$ cat src/rtl/axi_reg_arbiter.sv
// axi_reg_arbiter: two-requester round-robin arbiter and sequencer in front of a
// single-beat AXI register slave. Commands are serialised with one transaction in
// flight, and each command gets exactly one response back to the requester that
// issued it.
//
// Ports:
//   clk, areset            clock, asynchronous active-high reset
//   req_*_i / req_ready_o  per-requester command interface (bit/slice i = requester i)
//   rsp_valid_o            per-requester response pulse; rsp_rdata_o / rsp_resp_o shared
//   aw*/w*/b*/ar*/r*       AXI master port (IDs fixed at 0, single-beat bursts)
//
// Optional feature: define ARB_TIMEOUT_EN to enable a watchdog that abandons a
// transaction stuck for TIMEOUT cycles in one state and responds with SLVERR (2'b10).
module axi_reg_arbiter #(
    parameter int unsigned DATA_WIDTH = 32,
    parameter int unsigned ADDR_WIDTH = 32,
    parameter int unsigned TIMEOUT    = 255
) (
    input  logic                        clk,
    input  logic                        areset,
    input  logic [1:0]                  req_valid_i,
    input  logic [1:0]                  req_we_i,
    input  logic [2*ADDR_WIDTH-1:0]     req_addr_i,
    input  logic [2*DATA_WIDTH-1:0]     req_wdata_i,
    input  logic [2*(DATA_WIDTH/8)-1:0] req_wstrb_i,
    output logic [1:0]                  req_ready_o,
    output logic [1:0]                  rsp_valid_o,
    output logic [DATA_WIDTH-1:0]       rsp_rdata_o,
    output logic [1:0]                  rsp_resp_o,
    output logic [3:0]                  awid_o,
    output logic [ADDR_WIDTH-1:0]       awaddr_o,
    output logic                        awvalid_o,
    input  logic                        awready_i,
    output logic [3:0]                  wid_o,
    output logic [DATA_WIDTH-1:0]       wdata_o,
    output logic [DATA_WIDTH/8-1:0]     wstrb_o,
    output logic                        wlast_o,
    output logic                        wvalid_o,
    input  logic                        wready_i,
    input  logic [3:0]                  bid_i,
    input  logic [1:0]                  bresp_i,
    input  logic                        bvalid_i,
    output logic                        bready_o,
    output logic [3:0]                  arid_o,
    output logic [ADDR_WIDTH-1:0]       araddr_o,
    output logic                        arvalid_o,
    input  logic                        arready_i,
    input  logic [3:0]                  rid_i,
    input  logic [DATA_WIDTH-1:0]       rdata_i,
    input  logic                        rlast_i,
    input  logic                        rvalid_i,
    output logic                        rready_o
);

    localparam int unsigned STRB_WIDTH = DATA_WIDTH / 8;

    typedef enum logic [2:0] {
        StIdle, StWr, StWrResp, StRdAddr, StRdData, StDone
    } state_e;

    state_e                  state_q, state_d;
    logic                    last_grant_q, last_grant_d;
    logic                    grant_q, grant_d;
    logic                    we_q, we_d;
    logic [ADDR_WIDTH-1:0]   addr_q, addr_d;
    logic [DATA_WIDTH-1:0]   wdata_q, wdata_d;
    logic [STRB_WIDTH-1:0]   wstrb_q, wstrb_d;
    logic                    aw_done_q, aw_done_d;
    logic                    w_done_q, w_done_d;
    logic [DATA_WIDTH-1:0]   rdata_q, rdata_d;
    logic [1:0]              resp_q, resp_d;
    logic [1:0]              req_ready_q, req_ready_d;
    logic                    grant_sel;
    logic                    aw_fin, w_fin;
    logic                    timeout;

    // IDs, burst info and requester-side response metadata are unused by this block.
    logic unused_inputs;
    assign unused_inputs = ^{bid_i, rid_i, rlast_i};

`ifdef ARB_TIMEOUT_EN
    localparam int unsigned CntW = ($clog2(TIMEOUT + 1) > 8) ? $clog2(TIMEOUT + 1) : 8;

    logic [CntW-1:0] cnt_q, cnt_d;
    logic            busy;

    assign busy    = (state_q == StWr) || (state_q == StWrResp) ||
                     (state_q == StRdAddr) || (state_q == StRdData);
    // cnt_q is 0 in the first cycle of a state, so the limit is hit in cycle TIMEOUT.
    assign timeout = busy && (cnt_q == CntW'(TIMEOUT - 1));
    assign cnt_d   = ((state_d != state_q) || !busy) ? '0 : cnt_q + CntW'(1);

    always_ff @(posedge clk or posedge areset) begin
        if (areset) begin
            cnt_q <= '0;
        end else begin
            cnt_q <= cnt_d;
        end
    end
`else
    logic unused_timeout;
    assign unused_timeout = (TIMEOUT != 0);
    assign timeout        = 1'b0;
`endif

    assign awvalid_o = (state_q == StWr) && !aw_done_q;
    assign wvalid_o  = (state_q == StWr) && !w_done_q;
    assign bready_o  = (state_q == StWrResp);
    assign arvalid_o = (state_q == StRdAddr);
    assign rready_o  = (state_q == StRdData);

    assign aw_fin = aw_done_q || (awvalid_o && awready_i);
    assign w_fin  = w_done_q || (wvalid_o && wready_i);

    always_comb begin
        state_d      = state_q;
        last_grant_d = last_grant_q;
        grant_d      = grant_q;
        we_d         = we_q;
        addr_d       = addr_q;
        wdata_d      = wdata_q;
        wstrb_d      = wstrb_q;
        aw_done_d    = aw_done_q;
        w_done_d     = w_done_q;
        rdata_d      = rdata_q;
        resp_d       = resp_q;
        req_ready_d  = 2'b00;
        grant_sel    = 1'b0;

        case (state_q)
            StIdle: begin
                if (req_valid_i != 2'b00) begin
                    // On contention the requester not served last wins.
                    grant_sel    = (req_valid_i == 2'b11) ? ~last_grant_q : req_valid_i[1];
                    grant_d      = grant_sel;
                    last_grant_d = grant_sel;
                    we_d         = req_we_i[grant_sel];
                    addr_d       = grant_sel ? req_addr_i[ADDR_WIDTH +: ADDR_WIDTH]
                                             : req_addr_i[0 +: ADDR_WIDTH];
                    wdata_d      = grant_sel ? req_wdata_i[DATA_WIDTH +: DATA_WIDTH]
                                             : req_wdata_i[0 +: DATA_WIDTH];
                    wstrb_d      = grant_sel ? req_wstrb_i[STRB_WIDTH +: STRB_WIDTH]
                                             : req_wstrb_i[0 +: STRB_WIDTH];
                    req_ready_d  = grant_sel ? 2'b10 : 2'b01;
                    aw_done_d    = 1'b0;
                    w_done_d     = 1'b0;
                    state_d      = req_we_i[grant_sel] ? StWr : StRdAddr;
                end
            end
            StWr: begin
                aw_done_d = aw_fin;
                w_done_d  = w_fin;
                if (aw_fin && w_fin) begin
                    state_d = StWrResp;
                end else if (timeout) begin
                    resp_d  = 2'b10;
                    rdata_d = '0;
                    state_d = StDone;
                end
            end
            StWrResp: begin
                if (bvalid_i) begin
                    resp_d  = bresp_i;
                    rdata_d = '0;
                    state_d = StDone;
                end else if (timeout) begin
                    resp_d  = 2'b10;
                    rdata_d = '0;
                    state_d = StDone;
                end
            end
            StRdAddr: begin
                if (arready_i) begin
                    state_d = StRdData;
                end else if (timeout) begin
                    resp_d  = 2'b10;
                    rdata_d = '0;
                    state_d = StDone;
                end
            end
            StRdData: begin
                if (rvalid_i) begin
                    rdata_d = rdata_i;
                    resp_d  = 2'b00; // slave has no RRESP
                    state_d = StDone;
                end else if (timeout) begin
                    resp_d  = 2'b10;
                    rdata_d = '0;
                    state_d = StDone;
                end
            end
            StDone: begin
                state_d = StIdle;
            end
            default: begin
                state_d = StIdle;
            end
        endcase
    end

    always_ff @(posedge clk or posedge areset) begin
        if (areset) begin
            state_q      <= StIdle;
            last_grant_q <= 1'b1;
            grant_q      <= 1'b0;
            we_q         <= 1'b0;
            addr_q       <= '0;
            wdata_q      <= '0;
            wstrb_q      <= '0;
            aw_done_q    <= 1'b0;
            w_done_q     <= 1'b0;
            rdata_q      <= '0;
            resp_q       <= 2'b00;
            req_ready_q  <= 2'b00;
        end else begin
            state_q      <= state_d;
            last_grant_q <= last_grant_d;
            grant_q      <= grant_d;
            we_q         <= we_d;
            addr_q       <= addr_d;
            wdata_q      <= wdata_d;
            wstrb_q      <= wstrb_d;
            aw_done_q    <= aw_done_d;
            w_done_q     <= w_done_d;
            rdata_q      <= rdata_d;
            resp_q       <= resp_d;
            req_ready_q  <= req_ready_d;
        end
    end

    assign req_ready_o = req_ready_q;
    assign rsp_valid_o = (state_q == StDone) ? (grant_q ? 2'b10 : 2'b01) : 2'b00;
    assign rsp_rdata_o = rdata_q;
    assign rsp_resp_o  = resp_q;

    assign awid_o   = 4'd0;
    assign wid_o    = 4'd0;
    assign arid_o   = 4'd0;
    assign wlast_o  = 1'b1;
    assign awaddr_o = addr_q;
    assign araddr_o = addr_q;
    assign wdata_o  = wdata_q;
    assign wstrb_o  = wstrb_q;

endmodule

$ cat config.mk
export PLATFORM = sky130hd
export DESIGN_NAME = axi_reg_arbiter
export DESIGN_NICKNAME = d
export VERILOG_FILES = /design/src/rtl/axi_reg_arbiter.sv
export SDC_FILE = /design/constraint.sdc
export NUM_CORES = 1
export LEC_CHECK = 0
export ABC_AREA = 1
export CAP_MARGIN = 10
export CORE_MARGIN = 1.5
export CORE_UTILIZATION = 30
export CTS_BUF_LIST = sky130_fd_sc_hd__clkbuf_2
export DETAILED_ROUTE_END_ITERATION = 10
export PLACE_DENSITY = 0.73
export SYNTH_ARGS = -nofsm -noshare
export SYNTH_HDL_FRONTEND = slang
export SYNTH_SLANG_ARGS = --single-unit
$ cat constraint.sdc
create_clock -name clk -period 5.4 [get_ports clk]
set_input_delay 1.62 -clock clk [delete_from_list [all_inputs] [get_ports clk]]
set_output_delay 1.62 -clock clk [all_outputs]
set_load 0.005 [all_outputs]
After elaboration in Yosys (flattened, before gate mapping)
Cells that the tools add are included.
Widths: inputs -> output; s select.
- bits in registers: 111
- input bits: 190
- output and inout bits: 156
- order comparisons: 1
- equal/unequal tests: 11
- muxes and demuxes: 27
- bitwise operators: 1
- reductions and logical operators: 17
- operator list (kind ; number):
    $mux 32 ; 4
    $pmux 32 s2 ; 1
    $mux 2 ; 8
    $mux 3 ; 5
    $pmux 3 s5 ; 1
    $eq 3x2->1 const B ; 2
    $eq 3x3->1 const B ; 2
    $ne 2x2->1 const B ; 3
    $reduce_bool 2->1 ; 3
    $logic_and 1x1->1 ; 5
    $reduce_and 5->1 ; 1
    $mux 1 ; 4
    $mux 4 ; 1
    $ne 2x1->1 const B ; 2
    $pmux 1 s2 ; 2
    $pmux 2 s2 ; 1
    $reduce_and 2->1 ; 2
    $eq 3x1->1 const B ; 1
    $logic_not 3->1 ; 1
    $reduce_and 3->1 ; 1
    $eq 2x2->1 const B ; 1
    $logic_not 1->1 ; 2
    $logic_or 1x1->1 ; 2
    $lt 1x2->1 const B ; 1
    $not 1->1 ; 1

Longest topological paths before layout
- depth after elaboration: 7
- depth in mapped cells: 9
- depth with buffers taken out: 8

Worst setup path before layout
Ideal clock, no wire load.
- path kind: register to output
- from: register state_q[0]
- to: output rready_o
- data arrival time: 1007 ps
- setup slack: 2773 ps
- stages on the path, launching flop included: 6
- buffers on the path: 2
- path through: dfrtp_1 buf_2 nor2_1 nand2_1 inv_1 buf_2
- cells in the longest elaborated chain, start to end: 1
- ends and longest elaborated chain (element ; RTL line ; source):
    start, declared ; 61 ; state_e state_q, state_d;
    start signal, assigned ; 203 ; state_q <= StIdle;
    start signal, assigned ; 216 ; state_q <= state_d;
    $eq 3x3->1 ; 110 ; assign rready_o = (state_q == StRdData);
    end, declared ; 52 ; output logic rready_o
Every way passes these cells.

Worst setup path after layout
- from: register state_q[1]
- to: output rready_o
Same word-level chain as after synthesis.

==> flow_summary.toml <==
[run_status]
outcome = "finished clean"

[synthesis]
synthMuxAreaShare_pct = 0
synthAdderAreaFrac_pct = 0
yosysSeqAreaShare_pct = 53.4
syn_inst = 636
syn_area_um2 = 5210
ys_ff_latch = 111
ys_warn_count = 0
synth_compound_area_share_pct = 9.78
synth_top_family_by_area = "simple AND/OR/NAND/NOR gates"
synth-simple-area-share_pct = 25.7
synth_cell_types = 24
avgSynthCellArea_um2 = 8.19
synthXorXnorAreaFrac_pct = 0

[timing]
setup_ws_ps = 1340
period_share_pct = 75.1
tns_ps = 0
hold_viol_final = 0
setup_viol = 0
tightest_slew_ps = 886
max_freq_mhz = 247
rsz0062_at_grt = "no"
slew_headroom_pct = 40.9
clock_skew_ps = 43.0
slew_violations = 0
fin_crit_ps = 4060

[flow_run]
max_cap_violations = 0

[routing]
vias = 5089
via_per_inst = 4.48
routed_wl_mm = 16.9
post-route-drc-count = 0
routedWlPerCell_um = 14.9
firstDrtPassIters = 5
antenna_left = 0
drt_iter0_drc = 179

[cts]
clk_latency_ps = 620
cts_hold_buf = 0
cts_resized = 0
cts_tree = "yes"
clk_path_buf_depth = 2
cts-root-buf = "clkbuf_2"
post-cts-setup-buffer-count = 0
cts.sinks = 111
cts_buffers = 9
cts.clk_slew.worst_paths_ps = 310
h-tree-depth = 3

[setup_path]
r2r_slack_ps = 2790
crit_required_ps = 3780
crit_start = "state_q[1]"
reg2reg_depth = 6
crit_arrival_ps = 2440
rr_endpoint = "wdata_o[8]"
criticalPathCategory = "reg2out"
critPathMaxFanout = 33
worstReg2RegStart = "state_q[0]"
endpoint_kind = "primary output"
cp-start-kind = "flip-flop"

[power]
leakagePower_nw = 3.64
p_per_area_nw_per_um2 = 488
power_w = 0.00411
ir_drop_uv = 271

[worst_hold_path]
hold_depth = 2
min_from = "last_grant_q"
hp-class = "reg2reg"
min_to = "last_grant_q"

[place]
pre_cts_slack_ps = 1310
port_buffers = 323
placed_cell_area_um2 = 8300
gp_congestion = 0.803
dpl.hpwl_mm = 12.3

[die]
rows = 47
io_pins = 346
dieArea_um2 = 18200
fp.dieW_um = 135
start_util_pct = 31.1
fp.coreArea_um2 = 16800
die_h_um = 135

[cells_and_area]
drive_gt1_share_pct = 3.61
mostFrequentLayoutCell = "clkdlybuf4s50_1"
final_cell_mix = "clkdlybuf4s50_1 (323), nand2_1 (232), dfrtp_1 (110), o21ai_0 (70), nor2_1 (44)"
fin_area_um2 = 8420
nets = 1098
syn_to_final_growth_pct = 61.7

[global_routing]
grt_pass1_wl_mm = 25.6
antenna_found_initial = 2
overflow = 0
grt_pass1_vias = 4725
grt_util_all_layers_pct = 18.2
grt_max_degree = 74
[per-layer routing]
metal,wire [um],global-route usage (%),up-vias
li1,-,-,2518
met2,8330,31.2,212
met3,1450,6.04,29
met4,382,6.63,0
met1,6740,21.1,2330
met5,0,0,-
[state kept, by name, summed over array words and instances (netlist names), 2 cells and up]
| register | cells |
|---|---|
| wdata_o | 32 |
| rsp_rdata_o | 32 |
| wstrb_o | 4 |
| rsp_resp_o | 2 |
| araddr_o | 32 |
| state_q | 3 |
| req_ready_o | 2 |
[where the power goes]
group | switching (W) | internal (W) | total [W]
Combinational | 0.00103 | 0.00122 | 0.00225
Clock | 0.000302 | 0.000112 | 0.000414
Sequential | 0.000246 | 0.00121 | 0.00145
Total | 0.00158 | 0.00254 | 0.00411
[worst max-delay path, stage by stage, from the launching register on]
cell and delay [ps]:
dfrtp_1 540, nor2_1 160, nand2_1 120, inv_1 70, buf_4 330, clkdlybuf4s50_1 580
[layout make-up]
cell class / count / area [um2]
Antenna cell: 2 / 5.00
Clock buffer: 9 / 45.0
Clock inverter: 7 / 77.6
Fill cell: 1652 / 8340
Inverter: 16 / 62.6
Multi-Input combinational cell: 442 / 1900
Sequential cell: 111 / 2780
Tap cell: 220 / 275
Timing Repair Buffer: 328 / 3280
[Yosys cell counts (all sizes together)]
master | n | area, um2
a21oi | 2 | 13.8
buf | 68 | 477
clkbuf | 10 | 37.5
conb | 2 | 7.51
dfrtp | 110 | 2750
dfstp | 1 | 26.3
inv | 16 | 60.1
nand2 | 234 | 888
nand3 | 40 | 200
nand3b | 2 | 15.0
nand4 | 4 | 31.3
nor2 | 47 | 198
nor3 | 1 | 5.00
o21ai | 99 | 495
[how the worst max path moves through the flow]
stage / depth (start not counted) / endpoint
after floorplan: 1 / araddr_o[0]
after global placement: 7 / araddr_o[18]
after detailed placement: 7 / araddr_o[18]
after CTS: 5 / rready_o
after global routing: 5 / rready_o
final: 5 / rready_o
[through the flow]
stage | std cells | utilization (%) | hold WS [ps]
2_1_floorplan | 647 | - | 443
3_3_place_gp | 1117 | 49.5 | 453
3_5_place_dp | 1117 | 49.5 | 455
4_1_cts | 1133 | 50.2 | 485
5_1_grt | 1135 | 50.3 | 512
6_report | 1135 | 50.3 | 481
[cells by family (layout without fill, tap and decap cells)]
| logic type | Yosys count | after routing |
|---|---|---|
| AO/OA/AOI/OAI | 101 | 101 |
| buffers and inverters | 94 | 360 |
| flip-flops | 111 | 111 |
| other | 2 | 15 |
| AND/OR/NAND/NOR | 328 | 328 |
Note: power is estimated with default switching activity, not from simulation.
